File: config.mk
export PLATFORM = sky130hd
export DESIGN_NAME = rng_capture_bank_flat
export DESIGN_NICKNAME = d
export VERILOG_FILES = /design/src/rtl/rng_capture_bank_if.sv /design/src/rtl/rng_capture_bank.sv /design/src/flat_wrapper.sv
export SDC_FILE = /design/constraint.sdc
export NUM_CORES = 1
export LEC_CHECK = 0
export ABC_AREA = 1
export BUFFER_PORTS_ARGS = -buffer_cell sky130_fd_sc_hd__buf_2
export CORE_UTILIZATION = 45
export DETAILED_ROUTE_END_ITERATION = 7
export PLACE_DENSITY_LB_ADDON = 0.1
export SLEW_MARGIN = 15
export SYNTH_ARGS = -nofsm -noshare
export SYNTH_HDL_FRONTEND = slang
export SYNTH_SLANG_ARGS = --single-unit
File: constraint.sdc
create_clock -name clk -period 1.68 [get_ports clk]
set_input_delay 0.336 -clock clk [delete_from_list [all_inputs] [get_ports clk]]
set_output_delay 0.336 -clock clk [all_outputs]
set_load 0.05 [all_outputs]
File: src/rtl/rng_capture_bank_if.sv
// Output stream of captured random values: a valid/ready record of
// {channel, value} presented by the capture bank to downstream game logic.
interface rng_capture_bank_if #(
  parameter int WIDTH  = 4,
  parameter int CHAN_W = 1
);
  logic              out_valid;
  logic              out_ready;
  logic [WIDTH-1:0]  out_value;
  logic [CHAN_W-1:0] out_chan;

  modport master (output out_valid, output out_value, output out_chan, input out_ready);
  modport slave  (input out_valid, input out_value, input out_chan, output out_ready);
endinterface

File: src/rtl/rng_capture_bank.sv
// Multi-channel debounced button capture of a shared RNG value, with per-channel
// holding registers and a channel-tagged first-word fall-through FIFO.
module rng_capture_bank #(
  parameter int WIDTH    = 4,
  parameter int CHANNELS = 2,
  parameter int DEBOUNCE = 4,
  parameter int DEPTH    = 4,
  localparam int CHAN_W  = (CHANNELS > 1) ? $clog2(CHANNELS) : 1,
  localparam int PTR_W   = $clog2(DEPTH),
  localparam int CNT_W   = (DEBOUNCE > 1) ? $clog2(DEBOUNCE) : 1
) (
  input  logic                      clk,
  input  logic                      rst,
  input  logic [CHANNELS-1:0]       btn,
  input  logic [1:0]                edge_mode,
  input  logic [WIDTH-1:0]          rng_value,
  input  logic                      clr_overflow,
  output logic [CHANNELS*WIDTH-1:0] stable_value,
  output logic [PTR_W:0]            fifo_count,
  output logic                      overflow,
  rng_capture_bank_if.master        out
);

  typedef enum logic [1:0] {
    EDGE_RELEASE = 2'b00,
    EDGE_PRESS   = 2'b01,
    EDGE_BOTH    = 2'b10,
    EDGE_OFF     = 2'b11
  } edge_mode_e;

  localparam logic [PTR_W:0]   FULL    = (PTR_W+1)'(DEPTH);
  localparam logic [CNT_W-1:0] CNT_TOP = CNT_W'(DEBOUNCE - 1);

  logic [CHANNELS-1:0] sync_a, sync_b, db, pending;
  logic [CNT_W-1:0]    cnt      [CHANNELS];
  logic [WIDTH-1:0]    stable_q [CHANNELS];

  logic [CHANNELS-1:0] fire, qual, push_mask;
  logic [CHAN_W-1:0]   push_sel;
  logic                push_req, push, pop, valid, lost;

  logic [WIDTH-1:0]    mem_value [DEPTH];
  logic [CHAN_W-1:0]   mem_chan  [DEPTH];
  logic [PTR_W-1:0]    wr_ptr, rd_ptr;

  // Debounce acceptance and edge qualification; sync_b is the synchronised level.
  always_comb begin
    // NOTE: every combinational output gets a default first so no path can infer a latch.
    fire = '0;
    qual = '0;
    for (int i = 0; i < CHANNELS; i++) begin
      fire[i] = (sync_b[i] != db[i]) && (cnt[i] == CNT_TOP);
      unique case (edge_mode_e'(edge_mode))
        EDGE_RELEASE: qual[i] = fire[i] && !sync_b[i];
        EDGE_PRESS:   qual[i] = fire[i] &&  sync_b[i];
        EDGE_BOTH:    qual[i] = fire[i];
        default:      qual[i] = 1'b0;
      endcase
    end
  end

  // Fixed priority: lowest-indexed pending channel wins the single push slot.
  always_comb begin
    push_req = 1'b0;
    push_sel = '0;
    for (int i = CHANNELS - 1; i >= 0; i--) begin
      if (pending[i]) begin
        push_req = 1'b1;
        push_sel = CHAN_W'(i);
      end
    end
  end

  assign valid = (fifo_count != '0);
  assign pop   = valid && out.out_ready;
  assign push  = push_req && ((fifo_count != FULL) || pop);

  always_comb begin
    push_mask = '0;
    if (push) push_mask[push_sel] = 1'b1;
  end

  // A capture is lost only when the older pending value never made it into the FIFO.
  assign lost = |(qual & pending & ~push_mask);

  always_ff @(posedge clk) begin
    // NOTE: sequential state uses non-blocking assignments so every flop samples pre-edge values.
    if (rst) begin
      sync_a     <= '0;
      sync_b     <= '0;
      db         <= '0;
      pending    <= '0;
      overflow   <= 1'b0;
      wr_ptr     <= '0;
      rd_ptr     <= '0;
      fifo_count <= '0;
      for (int i = 0; i < CHANNELS; i++) begin
        cnt[i]      <= '0;
        stable_q[i] <= '0;
      end
    end else begin
      sync_a <= btn;
      sync_b <= sync_a;

      for (int i = 0; i < CHANNELS; i++) begin
        if (sync_b[i] == db[i]) begin
          cnt[i] <= '0;
        end else if (fire[i]) begin
          db[i]  <= sync_b[i];
          cnt[i] <= '0;
        end else begin
          cnt[i] <= cnt[i] + CNT_W'(1);
        end

        // A fresh capture on the same edge as this channel's push re-arms pending.
        if (push_mask[i]) pending[i] <= 1'b0;
        if (qual[i]) begin
          stable_q[i] <= rng_value;
          pending[i]  <= 1'b1;
        end
      end

      if (lost)              overflow <= 1'b1;
      else if (clr_overflow) overflow <= 1'b0;

      if (push) wr_ptr <= wr_ptr + PTR_W'(1);
      if (pop)  rd_ptr <= rd_ptr + PTR_W'(1);
      case ({push, pop})
        2'b10:   fifo_count <= fifo_count + (PTR_W+1)'(1);
        2'b01:   fifo_count <= fifo_count - (PTR_W+1)'(1);
        default: fifo_count <= fifo_count;
      endcase
    end
  end

  // NOTE: storage is not reset; the head is masked to zero whenever the FIFO is empty.
  always_ff @(posedge clk) begin
    if (push) begin
      mem_value[wr_ptr] <= stable_q[push_sel];
      mem_chan[wr_ptr]  <= push_sel;
    end
  end

  assign out.out_valid = valid;
  assign out.out_value = valid ? mem_value[rd_ptr] : '0;
  assign out.out_chan  = valid ? mem_chan[rd_ptr]  : '0;

  for (genvar g = 0; g < CHANNELS; g++) begin : g_stable
    assign stable_value[g*WIDTH +: WIDTH] = stable_q[g];
  end

endmodule

File: src/flat_wrapper.sv
// flat-port wrapper written by rule: the top's interface ports become plain ports
module rng_capture_bank_flat 
#(
  parameter int WIDTH    = 4,
  parameter int CHANNELS = 2,
  parameter int DEBOUNCE = 4,
  parameter int DEPTH    = 4,
  localparam int CHAN_W  = (CHANNELS > 1) ? $clog2(CHANNELS) : 1,
  localparam int PTR_W   = $clog2(DEPTH),
  localparam int CNT_W   = (DEBOUNCE > 1) ? $clog2(DEBOUNCE) : 1
)
  (clk, rst, btn, edge_mode, rng_value, clr_overflow, stable_value, fifo_count, overflow, out_out_valid, out_out_value, out_out_chan, out_out_ready);
  rng_capture_bank_if #(.WIDTH(WIDTH), .CHAN_W(((CHANNELS > 1) ? $clog2(CHANNELS) : 1))) out_i ();
  input  logic clk;
  input  logic rst;
  input  logic [CHANNELS-1:0] btn;
  input  logic [1:0] edge_mode;
  input  logic [WIDTH-1:0] rng_value;
  input  logic clr_overflow;
  output logic [CHANNELS*WIDTH-1:0] stable_value;
  output logic [PTR_W:0] fifo_count;
  output logic overflow;
  output wire logic [$bits(out_i.out_valid)-1:0] out_out_valid;
  output wire logic [$bits(out_i.out_value)-1:0] out_out_value;
  output wire logic [$bits(out_i.out_chan)-1:0] out_out_chan;
  input wire logic [$bits(out_i.out_ready)-1:0] out_out_ready;
  assign out_out_valid = out_i.out_valid;
  assign out_out_value = out_i.out_value;
  assign out_out_chan = out_i.out_chan;
  assign out_i.out_ready = out_out_ready;
  rng_capture_bank #(.WIDTH(WIDTH), .CHANNELS(CHANNELS), .DEBOUNCE(DEBOUNCE), .DEPTH(DEPTH)) u_core (.clk(clk), .rst(rst), .btn(btn), .edge_mode(edge_mode), .rng_value(rng_value), .clr_overflow(clr_overflow), .stable_value(stable_value), .fifo_count(fifo_count), .overflow(overflow), .out(out_i));
endmodule
==> results of run 1 <==
## where the power goes
part	switching, mW	internal, mW
registers	0.0396	1.36
logic	0.502	0.241
clock network	0.416	0.454
total	0.957	2.05
## cell type report
class	count	area [sq um]	share of cell area [%]
clock buffers	5	68.82	2.509
clock inverters	3	48.80	1.779
inverters	40	158.9	5.794
multi-input cells	135	774.5	28.24
flip-flops and latches	50	1338	48.77
well taps	67	83.83	3.057
repair buffers	43	270.3	9.854
## what timing repair did
action | in CTS | in global routing
setup buffers | 1 | 2
pin swaps | 6 | 8
cloned | 0 | 0
endpoints found under the setup margin | 6 | 6
hold buffers | 0 | 0
resized for setup | 12 | 9
## worst min-delay path by stage
stage                        to  slack, ps  cells after the start
5_1_grt        u_core.sync_a[0]        210                      3
6_report       u_core.sync_a[0]        220                      3
3_5_place_dp   u_core.sync_b[0]        400                      2
3_3_place_gp   u_core.sync_b[0]        400                      2
4_1_cts        u_core.sync_a[0]        220                      3
2_1_floorplan  u_core.sync_b[0]        390                      2
## critical path: stages, from the launching register on
cell                      delay, ps
sky130_fd_sc_hd__dfxtp_4        380
sky130_fd_sc_hd__buf_6          130
sky130_fd_sc_hd__nor2_1          50
sky130_fd_sc_hd__nor2_1          90
sky130_fd_sc_hd__o21ai_1         70
sky130_fd_sc_hd__a21oi_1        150
sky130_fd_sc_hd__buf_4          210
## Yosys cell counts
cell                        n  area (sq um)
sky130_fd_sc_hd__inv_1     32         120.1
sky130_fd_sc_hd__fa_1       1         20.02
sky130_fd_sc_hd__nor2_4     1         11.26
sky130_fd_sc_hd__nor2_2     2         12.51
sky130_fd_sc_hd__a21oi_1   16         80.08
sky130_fd_sc_hd__nand2_4    1         11.26
sky130_fd_sc_hd__nand2_1   24         90.09
sky130_fd_sc_hd__o21ai_0   13         65.06
sky130_fd_sc_hd__a21oi_2    1         8.760
sky130_fd_sc_hd__o21ai_4    1         16.27
sky130_fd_sc_hd__nor2_8     1         20.02
sky130_fd_sc_hd__buf_2      2         10.01
sky130_fd_sc_hd__dfxtp_1   18         360.4
sky130_fd_sc_hd__o21ai_1    7         35.03
sky130_fd_sc_hd__nand3_2    1         10.01
sky130_fd_sc_hd__conb_1     1         3.750
sky130_fd_sc_hd__and3_1     1         6.260
sky130_fd_sc_hd__nand4_1    1         6.260
sky130_fd_sc_hd__ha_1       7         87.58
sky130_fd_sc_hd__nor2_1    39         146.4
sky130_fd_sc_hd__inv_2      7         26.28
sky130_fd_sc_hd__o21a_1     1         7.510
sky130_fd_sc_hd__a21oi_4    1         16.27
sky130_fd_sc_hd__a31o_2     1         8.760
sky130_fd_sc_hd__nand2_2    5         31.28
sky130_fd_sc_hd__edfxtp_1  32         960.9
sky130_fd_sc_hd__nand3_1    6         30.03
sky130_fd_sc_hd__inv_4      1         6.260
## cells in the final DEF, fill, tap and decap left out, types with 5 or more instances in the layout
cell,count
sky130_fd_sc_hd__a21oi_1,14
sky130_fd_sc_hd__buf_2,24
sky130_fd_sc_hd__buf_4,17
sky130_fd_sc_hd__clkbuf_8,5
sky130_fd_sc_hd__dfxtp_1,13
sky130_fd_sc_hd__edfxtp_1,32
sky130_fd_sc_hd__ha_1,6
sky130_fd_sc_hd__inv_1,30
sky130_fd_sc_hd__inv_2,8
sky130_fd_sc_hd__nand2_1,24
sky130_fd_sc_hd__nand2_2,5
sky130_fd_sc_hd__nand3_1,6
sky130_fd_sc_hd__nor2_1,36
sky130_fd_sc_hd__o21ai_0,8
sky130_fd_sc_hd__o21ai_1,11
## flip-flops by register name, summed over array words and instances (netlist names), named ones only
register	cells
u_core.mem_chan	4
u_core.rd_ptr	2
u_core.cnt	4
u_core.sync_b	2
u_core.mem_value	16
u_core.wr_ptr	2
u_core.overflow	1
u_core.db	2
u_core.fifo_count	3
u_core.sync_a	2
u_core.pending	2
u_core.stable_q	8
## kinds of logic (layout without fill, tap and decap cells)
group	count (synthesis)	count (layout)	synth area share, %
other cells	1	4	0.1698
flops	50	50	59.83
compound gates	41	41	10.77
buf+inv	42	91	7.366
fa+ha+maj	8	8	4.872
simple gates	82	82	17.00
## per-stage QoR
stage	hold slack, ps	util, %
after floorplan	388.3	-
after global placement	397.0	54.04
after detailed placement	402.1	54.04
after CTS	215.8	57.30
after global routing	208.2	58.07
final	220.3	58.07
## metal layers
metal | routed length (microns) | vias to the layer above
li1 | - | 822
met1 | 1602 | 683
met2 | 1737 | 21
met3 | 104 | 5
met4 | 49 | 0
met5 | 0 | -
==> summary.log, run 1 <==
[run_status] run status complete, but fails checks
[run_status] violated checks negative setup slack
[critical_path] CP Capture Type primary output
[power] Leakage Power 1.169 nW
[critical_path] Setup crit start kind flop
[synthesis] syn_area_per_cell 9.859 sq um
[cts] total number of H-tree levels 2
[timing] Layout Skew 15.67 ps
[placement] worst setup slack before clock tree synthesis -71.99 ps
[route] router iterations before antenna repair 4
[layout] # nets final 295
[placement] final estimated routing congestion in global placement 0.7101
[route] number of DRC violations after detailed-routing iteration 0 37
[timing] min Tclk post-route 1704 ps
[synthesis] post-synthesis sequential element count 50
[global_route] global-route wire length before repair 5.816 mm
[timing] RSZ-0062 raised after global routing yes
[power] power consumption 3.007 mW
[layout] count of filler cells inserted in the layout 415
[die] die width 72.06 microns
[critical_path] Critical Path RT 1340 ps
[die] num ports 30
[cts] clock tree from TritonCTS yes
[cts] clk buf depth 2
[placement] DP Cell Count 332
[critical_path] worst-case register-to-register setup slack 0 ps
[critical_path] worst reg2reg path endpoint u_core.fifo_count[2]
[cts] root cell of the clock tree sky130_fd_sc_hd__clkbuf_8
[global_route] GR Util met1 17.18%
[die] Die Ht 72.06 microns
[die] count of standard-cell rows 25
[synthesis] Unique masters post-synth 28
[critical_path] startpoint of the worst-slack reg-to-reg timing path u_core.fifo_count[1]
[die] overall die area 5192 sq um
[worst_hold_path] startpoint of the lowest-slack hold path btn[0]
[critical_path] worst-case reg-to-reg path depth 10
[cts] clock tree sinks 50
[route] antenna-violating nets left 0
[route] DRC viols 0
[synthesis] gate count after technology mapping 224
[route] routed wire length 3.494 mm
[critical_path] WS Path Type reg -> out
[route] via count 1531
[global_route] Tot GR Track Use 14.94%
[power] pwr/cell area 1097 nW/um^2
[global_route] most utilized layer in the global route result met2
[timing] final max-slew violation count 0
[synthesis] part of the Yosys area used for sequential elements 59.83%
[global_route] pin count of the biggest net entering global routing 18
[critical_path] worst setup path end out_out_value[2]
[worst_hold_path] path type of the worst min-delay path in -> reg
[timing] Fmax 586.9 MHz
[timing] setup tns final -88.06 ps
[critical_path] largest fanout on the critical path 7
[placement] half-perimeter wire length after placement 2.643 mm
[global_route] number of global-route vias before repair 1355
[layout] ant diodes 0
[synthesis] Syn. warnings 0
[timing] final count of negative-setup-slack endpoints 5
[layout] area delta synth->final 24.19%
[global_route] initial antenna violation count 0
[timing] smallest setup slack after layout -23.91 ps
[synthesis] mapped cell area 2208 sq um
[placement] post-place instance area 2552 sq um
[cts] total clock buffers created by CTS 5
[cts] CTS clk-pin slew, worst paths 100 ps
[layout] fin cells 343
[die] Placeable Area 4723 sq um
[cts] Skew-Pair Late Insertion Delay 310 ps
[power] worst-case vdd ir drop 0.0005733 V
[die] Initial Util 46.75%
[layout] Design Area, Final 2743 sq um
[critical_path] CP arrival 1370 ps
[global_route] global routing usage on met3 4.583%
[job] max_cap viols 0
[route] WL/cell 10.19 microns
[global_route] met2 layer usage reported by global route 26.10%
[layout] share of layout cells above drive strength 1 32.25%
[route] DR vias/cell 4.464
[timing] Final Hold Fails 0
[global_route] residual overflow from global routing 0
[timing] ratio of final minimum period to clock period 101.4%
[placement] quantity of I/O buffers inserted on ports 29
No activity file was read; power rests on OpenSTA's default activity.
==> inputs of run 2 (changes only) <==
Settings changed: RECOVER_POWER set to 25.
==> summary.log, run 2 (synthesis gave the netlist of run 1 again) <==
[layout] fin cells 343 [unchanged]
[timing] Final Hold Fails 0 [unchanged]
[die] Die Ht 72.06 microns [unchanged]
[global_route] Tot GR Track Use 14.94% [unchanged]
[route] DRC viols 0 [unchanged]
[critical_path] CP Capture Type primary output
[power] power consumption 3.007 mW [about the same]
[timing] min Tclk post-route 1707 ps [+3.264 ps]
[timing] worst-case headroom to the max-slew limit 60.83%
[layout] # nets final 295 [unchanged]
[cts] clock tree sinks 50 [unchanged]
[placement] quantity of I/O buffers inserted on ports 29 [unchanged]
[cts] Skew-Pair Late Insertion Delay 310 ps [about the same]
[power] worst-case vdd ir drop 0.0005745 V [+0.21%]
[power] pwr/cell area 1099 nW/um^2 [+0.22%]
[route] number of DRC violations after detailed-routing iteration 0 36 [-2.7%]
[layout] top flop regs u_core.mem_value (16), u_core.stable_q (8)
[route] routed wire length 3.494 mm [unchanged]
[timing] Fmax 585.8 MHz [-0.19%]
[power] Leakage Power 1.157 nW [-0.96%]
[timing] smallest setup slack after layout -27.18 ps [-3.264 ps]
[global_route] initial antenna violation count 0 [unchanged]
[layout] commonest non-fill, non-tap cell in the layout sky130_fd_sc_hd__nor2_1
[cts] clock tree from TritonCTS yes
[placement] final estimated routing congestion in global placement 0.7101 [unchanged]
[critical_path] Setup crit start kind flop
[job] max_cap viols 0 [unchanged]
[timing] ratio of final minimum period to clock period 101.6% [+0.19 points]
[placement] DP Cell Count 332 [unchanged]
[route] router iterations before antenna repair 4 [unchanged]
[global_route] global routing usage on met3 4.583% [unchanged]
[worst_hold_path] path type of the worst min-delay path in -> reg
[run_status] violated checks negative setup slack
[die] overall die area 5192 sq um [unchanged]
[critical_path] largest fanout on the critical path 7 [unchanged]
[global_route] global-route wire length before repair 5.816 mm [unchanged]
[critical_path] CP arrival 1370 ps [about the same]
[timing] final max-slew violation count 0 [unchanged]
[critical_path] WS Path Type reg -> out
[cts] CTS clk-pin slew, worst paths 100 ps [about the same]
[cts] clk buf depth 2 [unchanged]
[global_route] residual overflow from global routing 0 [unchanged]
[layout] share of layout cells above drive strength 1 30.80% [-1.4 points]
[critical_path] Critical Path RT 1340 ps [about the same]
[run_status] run status complete, but fails checks
[layout] register containing the most flip-flops in the final layout u_core.mem_value
[route] via count 1520 [-0.72%]
[layout] Largest register FFs 16 [unchanged]
[global_route] pin count of the biggest net entering global routing 18 [unchanged]
[route] WL/cell 10.19 microns [unchanged]
[cts] total clock buffers created by CTS 5 [unchanged]
[route] antenna-violating nets left 0 [unchanged]
[die] die width 72.06 microns [unchanged]
[die] num ports 30 [unchanged]
[layout] area delta synth->final 23.91%
[critical_path] cell at the slowest stage of the critical path sky130_fd_sc_hd__dfxtp_4
[die] Placeable Area 4723 sq um [unchanged]
[critical_path] Worst path top cell family by delay flip-flops
[die] Initial Util 46.75% [unchanged]
[cts] total number of H-tree levels 2 [unchanged]
[timing] final count of negative-setup-slack endpoints 5 [unchanged]
[global_route] GR Util met1 17.18% [unchanged]
[critical_path] cell-by-cell listing of the critical path buf_6 > nor2_1 > nor2_1 > o21ai_0 > a21oi_1 > buf_4
[timing] worst-margin pin slew 585.3 ps
[critical_path] highest cell delay on the worst timing path 380 ps [about the same]
[layout] ant diodes 0 [unchanged]
[cts] total of hold buffers inserted after clock tree synthesis 0 [unchanged]
[global_route] met2 layer usage reported by global route 26.10% [unchanged]
[layout] highest-count cells in the layout ignoring fill and taps sky130_fd_sc_hd__nor2_1 (37), sky130_fd_sc_hd__edfxtp_1 (32), sky130_fd_sc_hd__inv_1 (30)
[critical_path] most frequent cell on the critical path sky130_fd_sc_hd__nor2_1
[timing] RSZ-0062 raised after global routing yes
[route] DR vias/cell 4.431 [-0.72%]
[die] count of standard-cell rows 25 [unchanged]
[placement] half-perimeter wire length after placement 2.643 mm [unchanged]
[cts] root cell of the clock tree sky130_fd_sc_hd__clkbuf_8
[critical_path] buffers plus inverters on the worst setup path 2 [unchanged]
[global_route] number of global-route vias before repair 1355 [unchanged]
[global_route] most utilized layer in the global route result met2
[timing] Layout Skew 15.21 ps [-0.4531 ps]
==> run 2: timing repair <==
item | 4_1_cts | 5_1_grt
pin swaps | 6 | 8
resized for setup | 12 | 9
setup endpoints to repair | 6 | 6
buffers inserted | 1 | 2
==> run 2: through the flow <==
| step | worst slack, ps | TNS, ps | hold slack, ps | area [sq um] | util, % |
|---|---|---|---|---|---|
| finish | -27.18 | -88.98 | 221.0 | 2736 | 57.93 |
| global route | -117.3 | -615.1 | 208.2 | 2736 | 57.93 |
| CTS | -36.15 | -108.6 | 215.8 | 2706 | 57.30 |
| detailed placement | -71.99 | -71.99 | 402.1 | 2552 | 54.04 |
| global placement | -55.36 | -55.36 | 397.0 | 2552 | 54.04 |
| floorplan | -192.8 | -1149 | 388.3 | 2251 | - |
==> run 2: cell type report <==
| class | count | area (sq um) |
|---|---|---|
| fill | 418 | 1987 |
| sequential | 50 | 1338 |
| multi-input combinational | 135 | 772.0 |
| timing repair buffer | 43 | 266.5 |
| inverter | 40 | 158.9 |
| tap | 67 | 83.83 |
| clock buffer | 5 | 68.82 |
| clock inverter | 3 | 48.80 |
==> run 2: power by group <==
part           total [mW]  switching, mW  internal, mW
clock               0.871          0.418         0.454
combinational       0.741          0.501         0.239
sequential           1.40         0.0393          1.36
==> run 2: worst reg2reg max path, stage by stage, from the launching register on <==
cell	delay, ps
sky130_fd_sc_hd__dfxtp_4	360
sky130_fd_sc_hd__nor2_4	140
sky130_fd_sc_hd__nand2_2	90
sky130_fd_sc_hd__o21ai_4	80
sky130_fd_sc_hd__ha_4	150
sky130_fd_sc_hd__inv_2	40
sky130_fd_sc_hd__fa_2	350
sky130_fd_sc_hd__a21oi_2	140
sky130_fd_sc_hd__o21ai_2	70
sky130_fd_sc_hd__o21ai_1	110
sky130_fd_sc_hd__a21oi_1	50
==> run 2: path summary, 6_finish.rpt <==
path                                            from                    to  slack (ps)  depth (start not counted)
worst max-delay path                            flop      out_out_value[1]         -30                          6
worst min-delay path                          btn[1]      u_core.sync_a[1]         220                          3
worst min register to register      u_core.sync_a[0]      u_core.sync_b[0]         410                          2
worst max register to register  u_core.fifo_count[1]  u_core.fifo_count[2]           0                         10
==> run 2: per-layer routing <==
metal / up-vias / wire [microns]
met5: - / 0
met4: 0 / 46
met3: 5 / 100
met2: 17 / 1740
met1: 677 / 1607
li1: 821 / -
==> inputs of run 3 (changes only) <==
Settings changed: ABC_AREA 1 to not set, HOLD_SLACK_MARGIN set to 0.12, PLACE_DENSITY set to 0.68, PLACE_DENSITY_LB_ADDON 0.1 to not set.
==> summary.log, run 3 <==
[synthesis] gate count after technology mapping 154 [-31%]
[route] detailed-routing wirelength on met1 1.370 mm [-15%]
[critical_path] CP Capture Type flop
[job] max_cap viols 0 [unchanged]
[route] detailed-routed wire length on met3 104 microns [+4.0%]
[critical_path] highest cell delay on the worst timing path 360 ps [-20 ps]
[layout] Design Area, Final 2619 sq um [-4.3%]
[synthesis] post-synthesis sequential element count 50 [unchanged]
[layout] highest-count cells in the layout ignoring fill and taps sky130_fd_sc_hd__edfxtp_1 (32), sky130_fd_sc_hd__buf_2 (18), sky130_fd_sc_hd__nor2_1 (17)
[route] DRC viols 0 [unchanged]
[synthesis] part of the Yosys area used for sequential elements 62.86% [+3.0 points]
[layout] top flop regs u_core.mem_value (16), u_core.stable_q (8)
[worst_hold_path] worst hold path depth 2 [-1]
[die] overall die area 4948 sq um [-4.7%]
[run_status] run status complete, but fails checks
[synthesis] EDFF count, synth 32 [unchanged]
[synthesis] most frequent cells after synthesis sky130_fd_sc_hd__edfxtp_1 (32), sky130_fd_sc_hd__dfxtp_1 (18), sky130_fd_sc_hd__nor2_1 (18), sky130_fd_sc_hd__nor2b_1 (11)
[synthesis] share of Yosys cell area claimed by the top area cell type 45.71% [+2.2 points]
[route] routed wire length 3.382 mm [-3.2%]
[die] Placeable Area 4414 sq um [-6.5%]
[synthesis] mapped cell area 2102 sq um [-4.8%]
[timing] smallest setup slack after layout -259.9 ps [-232.7 ps]
[timing] final max-slew violation count 0 [unchanged]
[placement] worst setup slack before clock tree synthesis -431.7 ps [-359.7 ps]
[placement] quantity of I/O buffers inserted on ports 29 [unchanged]
[route] router iterations before antenna repair 5 [+1]
[cts] total clock buffers created by CTS 5 [unchanged]
[critical_path] cell-by-cell listing of the critical path nor4b_4 > nor2_2 > inv_2 > ha_4 > inv_2 > fa_2 > xor2_1 > or3_1 > a21oi_1
[die] Die Ht 70.35 microns [-2.4%]
[global_route] pin count of the biggest net entering global routing 15 [-3]
[power] pwr/cell area 802.7 nW/um^2 [-27%]
[timing] ratio of final minimum period to clock period 115.5% [+14 points]
[timing] worst-case headroom to the max-slew limit 59.86% [-0.97 points]
[layout] commonest non-fill, non-tap cell in the layout sky130_fd_sc_hd__edfxtp_1
[timing] RSZ-0062 raised after global routing yes
[timing] Layout Skew 6.682 ps [-8.532 ps]
[cts] clock tree sinks 50 [unchanged]
[synthesis] syn_area_per_cell 13.65 sq um [+38%]
[global_route] Tot GR Track Use 15.38% [+0.44 points]
[power] power consumption 2.102 mW [-30%]
[timing] min Tclk post-route 1940 ps [+232.7 ps]
[route] top metal layer carrying routed signals met4
[placement] final estimated routing congestion in global placement 0.8191 [+15%]
[critical_path] most frequent cell on the critical path sky130_fd_sc_hd__inv_2
[cts] CTS clk-pin slew, worst paths 80 ps [-20 ps]
[layout] Largest register FFs 16 [unchanged]
[timing] final count of negative-setup-slack endpoints 8 [+3]
[layout] # nets final 225 [-24%]
[synthesis] top cells by area in the synthesized netlist sky130_fd_sc_hd__edfxtp_1 (46%), sky130_fd_sc_hd__dfxtp_1 (17%), sky130_fd_sc_hd__mux4_2 (5.4%)
[layout] ant diodes 0 [unchanged]
[critical_path] worst-case reg-to-reg path depth 9 [-1]
[route] DR WL met2 1.826 mm [+4.9%]
[route] via count 1269 [-17%]
[power] Leakage Power 0.9997 nW [-14%]
[cts] clock tree from TritonCTS yes
[timing] worst-margin pin slew 604.6 ps [+19.33 ps]
[synthesis] leading area contributor after synthesis sky130_fd_sc_hd__edfxtp_1
[synthesis] ys async rst share 0% [unchanged]
[route] antenna-violating nets left 0 [unchanged]
[critical_path] Critical Path RT 1900 ps [+560 ps]
[timing] Fmax 515.5 MHz [-12%]
[cts] clk buf depth 2 [unchanged]
[route] WL/cell 13.11 microns [+29%]
[cts] total of hold buffers inserted after clock tree synthesis 0 [unchanged]
[global_route] global-route wire length before repair 5.740 mm [-1.3%]
[critical_path] largest fanout on the critical path 3 [-4]
[critical_path] worst-case register-to-register setup slack -260 ps [-260 ps]
[timing] Final Hold Fails 0 [unchanged]
[die] count of standard-cell rows 24 [-4.0%]
[critical_path] Setup crit start kind flop
[placement] half-perimeter wire length after placement 2.594 mm [-1.9%]
[run_status] violated checks negative setup slack
[global_route] residual overflow from global routing 0 [unchanged]
[global_route] number of global-route vias before repair 1301 [-4.0%]
[critical_path] CP arrival 2160 ps [+790 ps]
[die] die width 70.35 microns [-2.4%]
[synthesis] Syn. warnings 0 [unchanged]
[cts] root cell of the clock tree sky130_fd_sc_hd__clkbuf_8
[critical_path] cell at the slowest stage of the critical path sky130_fd_sc_hd__dfxtp_4
[layout] share of layout cells above drive strength 1 34.95% [+4.2 points]
[layout] register containing the most flip-flops in the final layout u_core.mem_value
[cts] total number of H-tree levels 2 [unchanged]
[route] DR vias/cell 4.919 [+11%]
[critical_path] WS Path Type reg -> reg
[synthesis] prevailing post-synth register cell sky130_fd_sc_hd__edfxtp_1
[synthesis] cell with the most instances after synthesis sky130_fd_sc_hd__edfxtp_1
[cts] Skew-Pair Late Insertion Delay 300 ps [about the same]
[die] Initial Util 47.62% [+0.86 points]
[die] num ports 30 [unchanged]
[route] number of DRC violations after detailed-routing iteration 0 56 [+56%]
[placement] post-place instance area 2466 sq um [-3.4%]
[worst_hold_path] path type of the worst min-delay path in -> reg
[layout] area delta synth->final 24.58%
[synthesis] Unique masters post-synth 29 [+3.6%]
[power] worst-case vdd ir drop 0.0004712 V [-18%]
[global_route] initial antenna violation count 0 [unchanged]
==> run 3: changes by cell type after synthesis, sizes merged, moves of 4 or more <==
cell   change
o21ai     -17
nor2b     +11
xor2       +4
a21oi     -12
mux4       +5
inv       -32
nand3      -6
and2      +14
mux2       +4
nor2      -25
nand2     -29
==> run 3: logic make-up after synthesis <==
group,count (synthesis),share of synthesized area [%]
other cells,1,0.1784
buf+inv,13,2.738
simple gates,51,13.69
mux,12,8.929
xor+xnor,6,2.857
compound gates,13,3.631
fa+ha+maj,8,5.119
flops,50,62.86
==> run 3: what timing repair did <==
action,CTS,global route
buffers inserted,1,0
gates cloned,0,0
pin swaps,6,1
setup endpoints to repair,8,17
resized for setup,23,4
==> run 3: per-stage QoR <==
stage | instances | utilization [%] | hold slack, ps | TNS [ps]
2_1_floorplan | 157 | - | 413.8 | -691.6
3_3_place_gp | 249 | 55.87 | 422.5 | -620.1
3_5_place_dp | 249 | 55.87 | 431.3 | -732.3
4_1_cts | 258 | 59.27 | 234.7 | -1554
5_1_grt | 258 | 59.33 | 246.4 | -1853
6_report | 258 | 59.33 | 239.1 | -1399
==> run 3: worst max-delay path, delay by kind of cell, from the launching register on <==
family                     cells  cell delay [ps]
and+or+nand+nor                3              670
DFF                            1              360
adders and majority gates      2              470
AOI/OAI and AO/OA              1              130
buffers and inverters          2              100
xor gates and xnor gates       1              150
==> run 3: layer usage <==
layer	vias to the layer above	track usage [%]
met5	-	0
met4	0	7.778
met1	600	16.73
li1	633	-
met2	26	27.72
met3	10	3.463
==> run 3: cell type report <==
class / instances / area [sq um]
multi-input combinational: 94 / 778.2
timing repair buffer: 46 / 331.6
fill: 366 / 1795
inverter: 8 / 30.03
clock buffer: 7 / 76.32
sequential: 50 / 1334
tap: 52 / 65.06
clock inverter: 1 / 3.754
==> run 3: report_power, final <==
group	switching (mW)	internal, mW
combinational	0.0847	0.0512
clock	0.352	0.290
sequential	0.00955	1.32
total	0.446	1.66
==> run 3: path summary, 6_finish.rpt <==
path,to,from
min,u_core.sync_a[0],btn[0]
max reg2reg,u_core.fifo_count[2],u_core.fifo_count[0]
max,u_core.fifo_count[2],u_core.fifo_count[0]
min reg2reg,u_core.sync_b[1],u_core.sync_a[1]
